--- src/rtl/tick_sched_pkg.sv ---
// Shared types and constants for the round-robin tick scheduler.
package tick_sched_pkg;

   typedef enum logic [1:0] {
      IDLE   = 2'd0,
      RUN    = 2'd1,
      RECONF = 2'd2
   } sched_state_t;

   localparam int DIV_DEFAULT_P = 3;

endpackage

--- src/rtl/rr_arbiter.sv ---
// Combinational round-robin picker: searches upward from last+1 with wrap
// and returns a one-hot grant for the first asserted request.
module rr_arbiter #(
   parameter int N_REQ = 4,
   parameter int IDX_W = $clog2(N_REQ)
) (
   input  logic [N_REQ-1:0] req,
   input  logic [IDX_W-1:0] last,
   input  logic             en,
   output logic [N_REQ-1:0] gnt
);

   logic             found;
   logic [IDX_W-1:0] idx;
   int               idx_wide;

   // Walk the requesters in rotating order starting just after the last winner.
   always_comb begin
      gnt      = '0;
      found    = 1'b0;
      idx      = '0;
      idx_wide = 0;
      for (int k = 1; k <= N_REQ; k++) begin
         idx_wide = int'(last) + k;
         if (idx_wide >= N_REQ) begin
            idx_wide = idx_wide - N_REQ;
         end
         idx = IDX_W'(idx_wide);
         if (en && !found && req[idx]) begin
            gnt[idx] = 1'b1;
            found    = 1'b1;
         end
      end
   end

endmodule

--- src/rtl/tick_rr_scheduler.sv ---
// Programmable divide-by-N tick generator whose strobe is handed out
// round-robin to N_REQ requesters. Divisor changes land on a tick boundary.
module tick_rr_scheduler
   import tick_sched_pkg::*;
#(
   parameter int N_REQ       = 4,
   parameter int DIV_W       = 4,
   parameter int DIV_DEFAULT = DIV_DEFAULT_P
) (
   input  logic             clk,
   input  logic             reset,
   input  logic             enable,
   input  logic             cfg_valid,
   input  logic [DIV_W-1:0] cfg_div,
   output logic             cfg_ready,
   input  logic [N_REQ-1:0] req,
   output logic [N_REQ-1:0] grant,
   output logic             tick,
   output logic             busy
);

   localparam int               IDX_W    = $clog2(N_REQ);
   localparam logic [IDX_W-1:0] LAST_RST = IDX_W'(N_REQ - 1);
   localparam logic [DIV_W-1:0] DIV_RST  = DIV_W'(DIV_DEFAULT);

   sched_state_t     state_q, state_d;
   logic [DIV_W-1:0] div_q, div_d;
   logic [DIV_W-1:0] cnt_q, cnt_d;
   logic [IDX_W-1:0] last_q, last_d;

   logic             wrap;
   logic [DIV_W-1:0] cfg_div_eff;

   assign tick        = (state_q != IDLE) && (cnt_q == '0);
   assign busy        = (state_q != IDLE);
   assign wrap        = (cnt_q == div_q - 1'b1);
   assign cfg_div_eff = (cfg_div == '0) ? DIV_W'(1) : cfg_div;

   rr_arbiter #(
      .N_REQ (N_REQ),
      .IDX_W (IDX_W)
   ) u_arb (
      .req  (req),
      .last (last_q),
      .en   (tick),
      .gnt  (grant)
   );

   // State, divisor, counter and priority pointer registers.
   always_ff @(posedge clk or posedge reset) begin
      if (reset) begin
         state_q <= IDLE;
         div_q   <= DIV_RST;
         cnt_q   <= '0;
         last_q  <= LAST_RST;
      end else begin
         state_q <= state_d;
         div_q   <= div_d;
         cnt_q   <= cnt_d;
         last_q  <= last_d;
      end
   end

   // Next-state, counter advance and divisor handshake.
   always_comb begin
      state_d   = state_q;
      cnt_d     = cnt_q;
      div_d     = div_q;
      cfg_ready = 1'b0;
      case (state_q)
         IDLE: begin
            cfg_ready = 1'b1;
            cnt_d     = '0;
            if (cfg_valid) begin
               div_d = cfg_div_eff;
            end
            if (enable) begin
               state_d = RUN;
            end
         end
         RUN: begin
            if (!enable) begin
               state_d = IDLE;
               cnt_d   = '0;
            end else begin
               cnt_d = wrap ? '0 : cnt_q + 1'b1;
               if (cfg_valid) begin
                  state_d = RECONF;
               end
            end
         end
         RECONF: begin
            if (!enable) begin
               state_d = IDLE;
               cnt_d   = '0;
            end else if (wrap) begin
               cfg_ready = 1'b1;
               cnt_d     = '0;
               state_d   = RUN;
               if (cfg_valid) begin
                  div_d = cfg_div_eff;
               end
            end else begin
               cnt_d = cnt_q + 1'b1;
            end
         end
         default: begin
            state_d = IDLE;
            cnt_d   = '0;
         end
      endcase
   end

   // Remember the most recent winner so the next search starts after it.
   always_comb begin
      last_d = last_q;
      for (int i = 0; i < N_REQ; i++) begin
         if (grant[i]) begin
            last_d = IDX_W'(i);
         end
      end
   end

endmodule

--- config.mk ---
export PLATFORM = sky130hd
export DESIGN_NAME = tick_rr_scheduler
export DESIGN_NICKNAME = d
export VERILOG_FILES = /design/src/rtl/tick_sched_pkg.sv /design/src/rtl/rr_arbiter.sv /design/src/rtl/tick_rr_scheduler.sv
export SDC_FILE = /design/constraint.sdc
export NUM_CORES = 1
export LEC_CHECK = 0
export CORE_MARGIN = 4
export CORE_UTILIZATION = 56
export DETAILED_ROUTE_END_ITERATION = 8
export MAX_ROUTING_LAYER = met4
export PLACE_DENSITY = 0.9
export SYNTH_ARGS = -nofsm -noshare
export SYNTH_HDL_FRONTEND = slang
export SYNTH_SLANG_ARGS = --single-unit
--- constraint.sdc ---
create_clock -name clk -period 8.4 [get_ports clk]
set_clock_uncertainty 0.1 [all_clocks]
set_input_delay 1.68 -clock clk [delete_from_list [all_inputs] [get_ports clk]]
set_output_delay 1.68 -clock clk [all_outputs]
set_load 0.01 [all_outputs]
==> results summary <==
The run finished with clean final reports. In this run, the number of DRC markers left after iteration 0 of detailed routing was 17. The number of hold-slack violations in the final timing report is 0. After synthesis the netlist holds a flip-flop and latch count of 12. The number of primary I/O pins is 19.

The arrival time reported for the critical path endpoint is 3990 ps. The library cell used most frequently in the layout, excluding fill and tap cells, is sky130_fd_sc_hd__clkdlybuf4s50_1. The total non-filler cell area in the finished layout is 0.00138 mm². The average detailed-routed wire length per instance came out at 14.8 µm.

The total clock buffers created by CTS is 3. The starting utilization of the core area is 0.588. The count of hold-fix buffers inserted at cts is 0. The share of the clock period used by the worst path after layout is 0.687. The distinct cell type count after synthesis came out at 40. The number of filler cells placed in the layout came out at 162. The number of gates given a new drive strength after cts is 0. In the final layout, the share of cells above drive strength 1 is 0.146.

Entering global routing, the biggest net connects 13 pins. After clock tree synthesis, the clock-pin slew on the worst setup and hold paths is 70 ps. The instance count of the mapped netlist came out at 118.

The endpoint class of the critical path is a primary output. The core region is 0.00196 mm². The remaining global-route overflow is 0. The number of global-route vias before repair came out at approximately 940. The count of buffers added by post-CTS timing repair for setup is 0. The detail route stage leaves a number of antenna-violating nets equal to 0. The die area is 0.00285 mm².

The number of pins with negative max-slew slack in the final report came out at 0. In this run the number of H-tree levels came out at 1. In this run the cell area of the synthesized design comes to 0.00115 mm². The initial antenna violation count came out at 0. The share of async-settable or async-resettable flops after synthesis is 1.00. The flip-flop cell with the highest count after synthesis is sky130_fd_sc_hd__dfrtp_1. Setup repair after global routing left no endpoint under its margin. The library cells used most frequently in the layout, excluding fill and tap cells, are sky130_fd_sc_hd__clkdlybuf4s50_1 (18), sky130_fd_sc_hd__ha_1 (14), sky130_fd_sc_hd__inv_1 (13), sky130_fd_sc_hd__nand2_1 (10).

The maximum net fanout on the critical path is 8. The category of the critical setup timing path is in2out. The peak ir drop on the vdd network came out at between 0.0002 and 0.00025 V. At the pin with the least slew margin, the transition time is 464 ps. The cell row count came out at 16. The remaining routing DRC violations came out at 0. The die span in y is 53.4 µm. The total length of routed met2 wires is 1290 µm. The clock reaches the later pin of the worst-skew pair after 270 ps. Summing over every cut layer, the via total after detailed routing is 920.

The worst max-slew margin expressed relative to the limit came out at 0.690. The leakage power came out at between 0.6 and 0.7 nW. The area occupied by multi-input gates is ~780 µm². The diode insertion count for antenna repair came out at 0.

The yosys synthesis warning count came out at 0. The first-pass GRT wire length is 4130 µm. The post-route setup TNS came out at 0 ps. The worst endpoint required time came out at 6620 ps. The tool flagged a number of max-cap violations equal to 0. Dividing the synthesized area by the synthesized cell count gives 9.78 µm². The total wire length came out at 2420 µm.

The top achievable clock speed came out at 0.173 GHz. The final weighted congestion of routability-driven global placement is between 0.8 and 0.9. The number of clock sinks came out at 12. The master cell of the clock root buffer is sky130_fd_sc_hd__clkbuf_4. The detailed placer's ending HPWL came out at 1980 µm. The count of nets after finishing came out at about 160. The tightest min-delay check is of the reg2reg type.

The launching element type of the critical path is an input pin. The placed standard-cell area came out at ~0.0013 mm². For this run, the share of the core covered by cells in the final layout is 0.704. Counting flops with a built-in enable in the synthesized netlist gives 0. The number of detailed-route iterations in the first pass is 4.

The quantity of I/O buffers inserted on ports is 18. The number of buffers between clock root and the deepest sink is 2. The synthesized net count came out at 144. TritonCTS built the clock tree. The synthesis-to-layout area growth is 19.7%.

The routed length on met1 is 975 µm. The clock period minus final worst setup slack is 5770 ps. The horizontal extent of the die came out at 53.4 µm.

For this run, the total global-route usage over all layers was measured as 0.206. Signal routing reaches up to met4. The power density normalized to cell area is roughly 370 mW/mm².

In the post-route analysis, the smallest setup slack over all paths is 2630 ps. The total power came out at 0.000513 W. The sequential cells in the finished layout cover a total of about 310 µm². Setup violations remaining at the end of the flow were counted as 0. The detailed-route vias per instance is around 5.6. OpenSTA, run right after detailed placement, puts the worst setup slack at 2630 ps. The share of the yosys chip area belonging to registers came out at 0.265.

Detailed routing placed a total of 92 µm of wire on met3.
==> critical path, stage by stage <==
cell and delay (ps):
sky130_fd_sc_hd__clkdlybuf4s50_1 490, sky130_fd_sc_hd__mux4_2 590, sky130_fd_sc_hd__nand3b_1 190, sky130_fd_sc_hd__a221oi_1 350, sky130_fd_sc_hd__nor2_1 110, sky130_fd_sc_hd__inv_1 60
sky130_fd_sc_hd__clkdlybuf4s50_1 520
==> sequential cells by signal (all words and copies together), names as in the netlist <==
| name | flops |
|---|---|
| last_q | 2 |
| state_q | 2 |
| div_q | 4 |
| cnt_q | 4 |
==> power by group <==
part	switching (W)	internal, W
clock	0.0000200	0.0000264
sequential	0.0000366	0.0000888
combinational	0.000165	0.000177
==> logic make-up (layout without fill, tap and decap cells) <==
family / after synthesis / after routing / synth area share
compound gates: 19 / 19 / 0.114
flops: 12 / 12 / 0.265
simple gates: 36 / 36 / 0.174
fa+ha+maj: 14 / 14 / 0.152
buf+inv: 16 / 35 / 0.0618
mux: 14 / 14 / 0.169
xor+xnor: 7 / 7 / 0.0651
==> synth_stat cells (all sizes together), types with 2 or more instances <==
cell    count  area (µm²)
dfrtp       8         200
xor2        3        26.3
mux2        4        45.0
ha         14         175
mux4        4        90.1
nand2      10        37.5
xnor2       3        26.3
a21oi       4        20.0
o21ai       3        15.0
mux2i       6        60.1
nor3        3        15.0
nor2        8        30.0
buf         2        18.8
inv        13        48.8
and3b       2        18.8
a21o        2        16.3
nand3b      5        50.1
nand3       4        20.0
dfstp       4         105
==> per-layer routing <==
layer	vias up	GRT usage
met5	-	-
met1	433	0.228
li1	455	-
met3	8	0.0423
met2	24	0.361
met4	0	0.0766
==> final timing paths <==
kind                           start          to  slack, ps  cells after the start
setup / recovery              req[0]    grant[1]       2630                      7
hold / removal              cnt_q[0]    cnt_q[0]        440                      1
setup reg to reg           last_q[0]   last_q[1]       5570                      7
hold reg to reg             cnt_q[0]    cnt_q[0]        440                      1
max in group asynchronous      reset    div_q[0]       6250                      2
min in group asynchronous      reset  state_q[0]       1610                      2
==> layout make-up <==
class | instances | share of cell area
clock buffers | 4 | 0.0263
repair buffers | 18 | 0.130
well taps | 27 | 0.0245
inverters | 13 | 0.0353
multi-input cells | 90 | 0.563
flip-flops and latches | 12 | 0.221
==> per-stage QoR <==
stage	hold slack, ps	cells
3_5_place_dp	419	160
4_1_cts	435	164
5_1_grt	472	164
6_report	439	164
3_3_place_gp	417	160
2_1_floorplan	388	118
Note: power is estimated with default switching activity, not from simulation.
